File: src/rtl/seg7_pkg.sv
// Shared constants and types for the ALU front-panel seven-segment display.
// Contents: the hex glyph table, the dash and blank glyphs, the anode pattern
// for each digit, the scan-state enum, and a 4-bit absolute-value helper.
// Glyphs are active-low {g,f,e,d,c,b,a}, so a 0 bit lights that segment.
package seg7_pkg;

    localparam logic [6:0] HEX_GLYPH [16] = '{
        7'h40, 7'h79, 7'h24, 7'h30, 7'h19, 7'h12, 7'h02, 7'h78,
        7'h00, 7'h10, 7'h08, 7'h03, 7'h46, 7'h21, 7'h06, 7'h0E
    };

    localparam logic [6:0] GLYPH_DASH  = 7'h3F;
    localparam logic [6:0] GLYPH_BLANK = 7'h7F;

    localparam logic [7:0] AN_OP   = 8'h7F;
    localparam logic [7:0] AN_SIGN = 8'hFD;
    localparam logic [7:0] AN_MAG  = 8'hFE;
    localparam logic [7:0] AN_OFF  = 8'hFF;

    typedef enum logic [1:0] {
        ST_OP   = 2'd0,
        ST_SIGN = 2'd1,
        ST_MAG  = 2'd2
    } scan_state_t;

    // Two's-complement magnitude, modulo 16. An input of 4'b1000 returns 8.
    function automatic logic [3:0] abs4(input logic [3:0] v);
        return v[3] ? (~v + 4'd1) : v;
    endfunction

endpackage

File: src/rtl/seg7_alu_display_if.sv
// Groups the display block's data signals into one bus.
//   op      ALU opcode to show on digit 7
//   result  ALU result to show on digits 1 and 0
//   display segment cathodes {g,f,e,d,c,b,a}, active-low
//   anode   digit enables, active-low and one-hot-low
// Modport master is the side that drives op/result; modport slave is the
// display block.
interface seg7_alu_display_if;
    logic [3:0] op;
    logic [3:0] result;
    logic [6:0] display;
    logic [7:0] anode;

    modport master (output op, output result, input display, input anode);
    modport slave  (input op, input result, output display, output anode);
endinterface

File: src/rtl/seg7_hex_decoder.sv
// Purely combinational decoder from a 4-bit number to an active-low hex glyph.
//   num  in   4-bit value to show
//   seg  out  cathodes {g,f,e,d,c,b,a}, active-low
module seg7_hex_decoder
    import seg7_pkg::*;
(
    input  logic [3:0] num,
    output logic [6:0] seg
);

    // Every 4-bit index is inside the table, so no fallback value is needed.
    assign seg = HEX_GLYPH[num];

endmodule

File: src/rtl/seg7_alu_display.sv
// Front-panel display for the ALU. Three digits are time-multiplexed: digit 7
// shows the opcode as a hex glyph, digit 1 shows the sign of the result, and
// digit 0 shows its magnitude. With SIGNED_RESULT=0, digit 1 stays blank and
// digit 0 shows the raw result in hex.
//   clock  in     system clock, rising edge
//   rst    in     synchronous reset, active-high
//   bus    slave  op/result in; registered display/anode out
// Parameters:
//   SCAN_DIV       clocks each digit is held (1..2^20)
//   SIGNED_RESULT  1 = sign and magnitude, 0 = raw hex
//
// state   | meaning
// ST_OP   | digit 7 lit, showing the opcode glyph
// ST_SIGN | digit 1 lit, showing a dash for a negative result, else blank
// ST_MAG  | digit 0 lit, showing |result| (or the raw result)
module seg7_alu_display
    import seg7_pkg::*;
#(
    parameter int SCAN_DIV      = 1,
    parameter bit SIGNED_RESULT = 1'b1
) (
    input  logic                clock,
    input  logic                rst,
    seg7_alu_display_if.slave   bus
);

    localparam int PW = (SCAN_DIV > 1) ? $clog2(SCAN_DIV) : 1;
    localparam logic [PW-1:0] PRESC_LAST = PW'(SCAN_DIV - 1);

    scan_state_t   state;
    logic [PW-1:0] presc;
    logic          wrap;
    logic [3:0]    mag_num;
    logic [6:0]    op_glyph;
    logic [6:0]    mag_glyph;
    logic [6:0]    sign_glyph;

    assign wrap       = (presc == PRESC_LAST);
    assign mag_num    = SIGNED_RESULT ? abs4(bus.result) : bus.result;
    assign sign_glyph = (SIGNED_RESULT && bus.result[3]) ? GLYPH_DASH : GLYPH_BLANK;

    seg7_hex_decoder u_op_dec  (.num(bus.op),  .seg(op_glyph));
    seg7_hex_decoder u_mag_dec (.num(mag_num), .seg(mag_glyph));

    // The outputs load from the state being left. That is why the first edge
    // after reset shows OP while the state moves on to SIGN.
    always_ff @(posedge clock) begin
        if (rst) begin
            state       <= ST_OP;
            presc       <= '0;
            bus.display <= GLYPH_BLANK;
            bus.anode   <= AN_OFF;
        end else begin
            presc <= wrap ? '0 : presc + 1'b1;
            case (state)
                ST_OP: begin
                    bus.display <= op_glyph;
                    bus.anode   <= AN_OP;
                    if (wrap) state <= ST_SIGN;
                end
                ST_SIGN: begin
                    bus.display <= sign_glyph;
                    bus.anode   <= AN_SIGN;
                    if (wrap) state <= ST_MAG;
                end
                ST_MAG: begin
                    bus.display <= mag_glyph;
                    bus.anode   <= AN_MAG;
                    if (wrap) state <= ST_OP;
                end
                default: begin
                    // The unused encoding recovers at once to the start of the scan.
                    state       <= ST_OP;
                    presc       <= '0;
                    bus.display <= GLYPH_BLANK;
                    bus.anode   <= AN_OFF;
                end
            endcase
        end
    end

endmodule

File: src/flat_wrapper.sv
// flat-port wrapper written by rule: the top's interface ports become plain ports
module seg7_alu_display_flat import seg7_pkg::*;
#(
    parameter int SCAN_DIV      = 1,
    parameter bit SIGNED_RESULT = 1'b1
)
  (clock, rst, bus_op, bus_result, bus_display, bus_anode);
  seg7_alu_display_if bus_i ();
  input  logic clock;
  input  logic rst;
  input wire logic [$bits(bus_i.op)-1:0] bus_op;
  input wire logic [$bits(bus_i.result)-1:0] bus_result;
  output wire logic [$bits(bus_i.display)-1:0] bus_display;
  output wire logic [$bits(bus_i.anode)-1:0] bus_anode;
  assign bus_i.op = bus_op;
  assign bus_i.result = bus_result;
  assign bus_display = bus_i.display;
  assign bus_anode = bus_i.anode;
  seg7_alu_display #(.SCAN_DIV(SCAN_DIV), .SIGNED_RESULT(SIGNED_RESULT)) u_core (.clock(clock), .rst(rst), .bus(bus_i));
endmodule
File: config.mk
export PLATFORM = sky130hd
export DESIGN_NAME = seg7_alu_display_flat
export DESIGN_NICKNAME = d
export VERILOG_FILES = /design/src/rtl/seg7_pkg.sv /design/src/rtl/seg7_alu_display_if.sv /design/src/rtl/seg7_hex_decoder.sv /design/src/rtl/seg7_alu_display.sv /design/src/flat_wrapper.sv
export SDC_FILE = /design/constraint.sdc
export NUM_CORES = 1
export LEC_CHECK = 0
export ABC_AREA = 1
export CAP_MARGIN = 30
export CORE_ASPECT_RATIO = 0.7
export CORE_MARGIN = 2
export CORE_UTILIZATION = 51
export CTS_CLUSTER_DIAMETER = 40
export DETAILED_ROUTE_END_ITERATION = 8
export HOLD_SLACK_MARGIN = 0.12
export PLACE_DENSITY = 0.83
export SLEW_MARGIN = 20
export SYNTH_ARGS = -nofsm -noshare
export SYNTH_HDL_FRONTEND = slang
export SYNTH_SLANG_ARGS = --single-unit
File: constraint.sdc
create_clock -name clock -period 4.11 [get_ports clock]
set_input_delay 0.822 -clock clock [delete_from_list [all_inputs] [get_ports clock]]
set_output_delay 0.822 -clock clock [all_outputs]
set_load 0.02 [all_outputs]
==> flow_summary_export.csv <==
group,metric,value,unit
power,cellLeakagePower,0.578,nW
sta,hold_violations,0,
logic_synthesis,post_synth.cell_area_avg,6.80,um2
flow_run,cap_violations,0,
sta,finalClockSkew,1.68,ps
power,ir_drop,0.200,mV
setup_path,worstSetupPathType,"in -> reg",
floorplan,boundaryPins,25,
logic_synthesis,synthDominantCellAreaShare,0.269,
floorplan,die_y,40.4,um
route,via_per_inst,5.06,
clock_tree,cts-root-buf,"clkbuf_4",
logic_synthesis,ys_warn_count,0,
placement,io_buffers,19,
global_route,grt_max_degree,9,
final_layout,layout_commonest_cell,"nand2_1",
floorplan,start_util,0.530,
setup_path,required,4340,ps
run_status,status,"finished, final reports clean",
placement,hpwl,1.71,mm
clock_tree,postCtsSetupBuffers,0,
final_layout,num_antenna_cells,0,
setup_path,crit_path_max_fanout,8,
final_layout,layout_common_cells,"30 x nand2_1, 20 x a21oi_1, 19 x inv_1, 19 x clkdlybuf4s50_1",
global_route,grt_use_total,0.207,
route,ant_nets,0,
clock_tree,cts_resized,0,
global_route,grt-ovfl-total,0,
clock_tree,insertion_delay,280,ps
sta,timing.fmax,0.411,GHz
sta,finalCriticalPeriod,2430,ps
final_layout,drive_gt1_frac,0.0610,
route,drc,0,
clock_tree,cts_buffer_depth,2,
power,powerDensity,279,nW/um2
logic_synthesis,synth_top_area_cell,"dfxtp_1",
logic_synthesis,yosysUniqueCellTypes,19,
clock_tree,clock-sinks,13,
floorplan,core,1820,um2
global_route,grt_pass1_vias,800,
clock_tree,path_clk_slew,70,ps
final_layout,layout.nets,188,
setup_path,worst_ep_arrival_time,2670,ps
sta,worst_slack,1680,ps
setup_path,start_kind,"input pin",
placement,finalWeightedCongestion,0.884,
floorplan,die_w,56.0,um
placement,dp_slack,1370,ps
route,initialDrtViolationCount,27,
clock_tree,htree_num_levels,1,
hold_path,hp-class,"reg -> reg",
clock_tree,cts_buffers,3,
floorplan,rows,13,
clock_tree,cts_tree,"done",
setup_path,critPathCaptureType,"flop",
floorplan,die-area,2260,um2
logic_synthesis,ys_seq_elements,13,
route,vias,941,
sta,rsz0062_at_grt,"no",
sta,finalSetupTns,0,ps
global_route,grt_antenna_before_repair,0,
logic_synthesis,synthesis.area,966,um2
sta,setup_viol,0,
sta,maxSlewViolCount,0,
route,totalWireLength,2.00,mm
final_layout,syn2layout_area_growth,22.9,%
logic_synthesis,synthCells,142,
logic_synthesis,seq_area_frac_synth,0.269,
clock_tree,ctsHoldBuffers,0,
sta,finalCritPeriodShare,0.592,
route,wl_per_cell,10.7,um
logic_synthesis,yosys-top-cells-area,"dfxtp_1 27%, ha_1 17%, nand2_1 12%, a21oi_1 10%, inv_1 7.4%",
route,drtPass1Iterations,4,
global_route,grt_pass1_wl,3.46,mm
==> power by group <==
group	total [W]	leakage (nW)	switching, W	internal [W]
Clock	0.0000791	0.0150	0.0000414	0.0000378
Combinational	0.000111	0.455	0.0000658	0.0000447
Sequential	0.000141	0.108	0.00000424	0.000137
==> path summary, 6_finish.rpt <==
path,startpoint,end,slack [ps],cells after the start
max,bus_result[0],u_core.bus.display[3],1680,10
min,u_core.presc,u_core.state[1],490,1
max reg2reg,u_core.state[1],u_core.bus.display[6],2950,6
min reg2reg,u_core.presc,u_core.state[1],490,1
==> cell families after synthesis <==
| group | count (synthesis) | synth area share |
|---|---|---|
| fa+ha+maj | 13 | 0.168 |
| flops | 13 | 0.269 |
| other cells | 2 | 0.00777 |
| simple gates | 58 | 0.268 |
| compound gates | 32 | 0.174 |
| buf+inv | 24 | 0.113 |
==> Yosys cell counts <==
cell and n:
o211ai_1 1, a31oi_1 1, nand2_2 4, nor2_1 8, nor2_2 1, inv_1 19, o21ai_0 8, nand3_1 11
dfxtp_1 13, nand2_4 1, o21ai_1 1, ha_1 13, o21ai_2 1, conb_1 2, or2_0 1, a21oi_1 20
nand2_1 30, buf_4 5, nand4_1 2
==> registers in the layout (all words and copies together), names as in the netlist <==
name                cells
u_core.bus.anode        3
u_core.presc            1
u_core.bus.display      7
u_core.state            2
==> routing by layer <==
metal / vias to the layer above / GRT usage / share of wire
met2: 31 / 0.344 / 0.41
li1: 494 / - / -
met1: 411 / 0.265 / 0.50
met4: 0 / 0.0536 / 0.019
met5: - / 0 / 0
met3: 5 / 0.0677 / 0.070
==> area by class of cell <==
type / instances / area, um2
multi-input combinational: 109 / 612
timing repair buffer: 19 / 190
sequential: 13 / 260
clock buffer: 4 / 26.3
fill: 160 / 634
tap: 22 / 27.5
inverter: 19 / 71.3
==> stage by stage <==
stage	area [um2]	instances	total power, W	util	hold slack, ps
2_1_floorplan	981	146	0.000215	-	443
3_3_place_gp	1160	182	0.000252	0.637	455
3_5_place_dp	1160	182	0.000254	0.637	477
4_1_cts	1190	186	0.000332	0.652	495
5_1_grt	1190	186	0.000351	0.652	518
6_report	1190	186	0.000331	0.652	487
==> critical path: stages <==
cell and delay (ps):
clkdlybuf4s50_1 510, inv_1 160, ha_1 320, nand2_1 70, nand2_2 90, ha_1 280, or2_0 220, nand2_1 70
nand3_1 60, nand2_1 70
No activity file was read; power rests on OpenSTA's default activity.
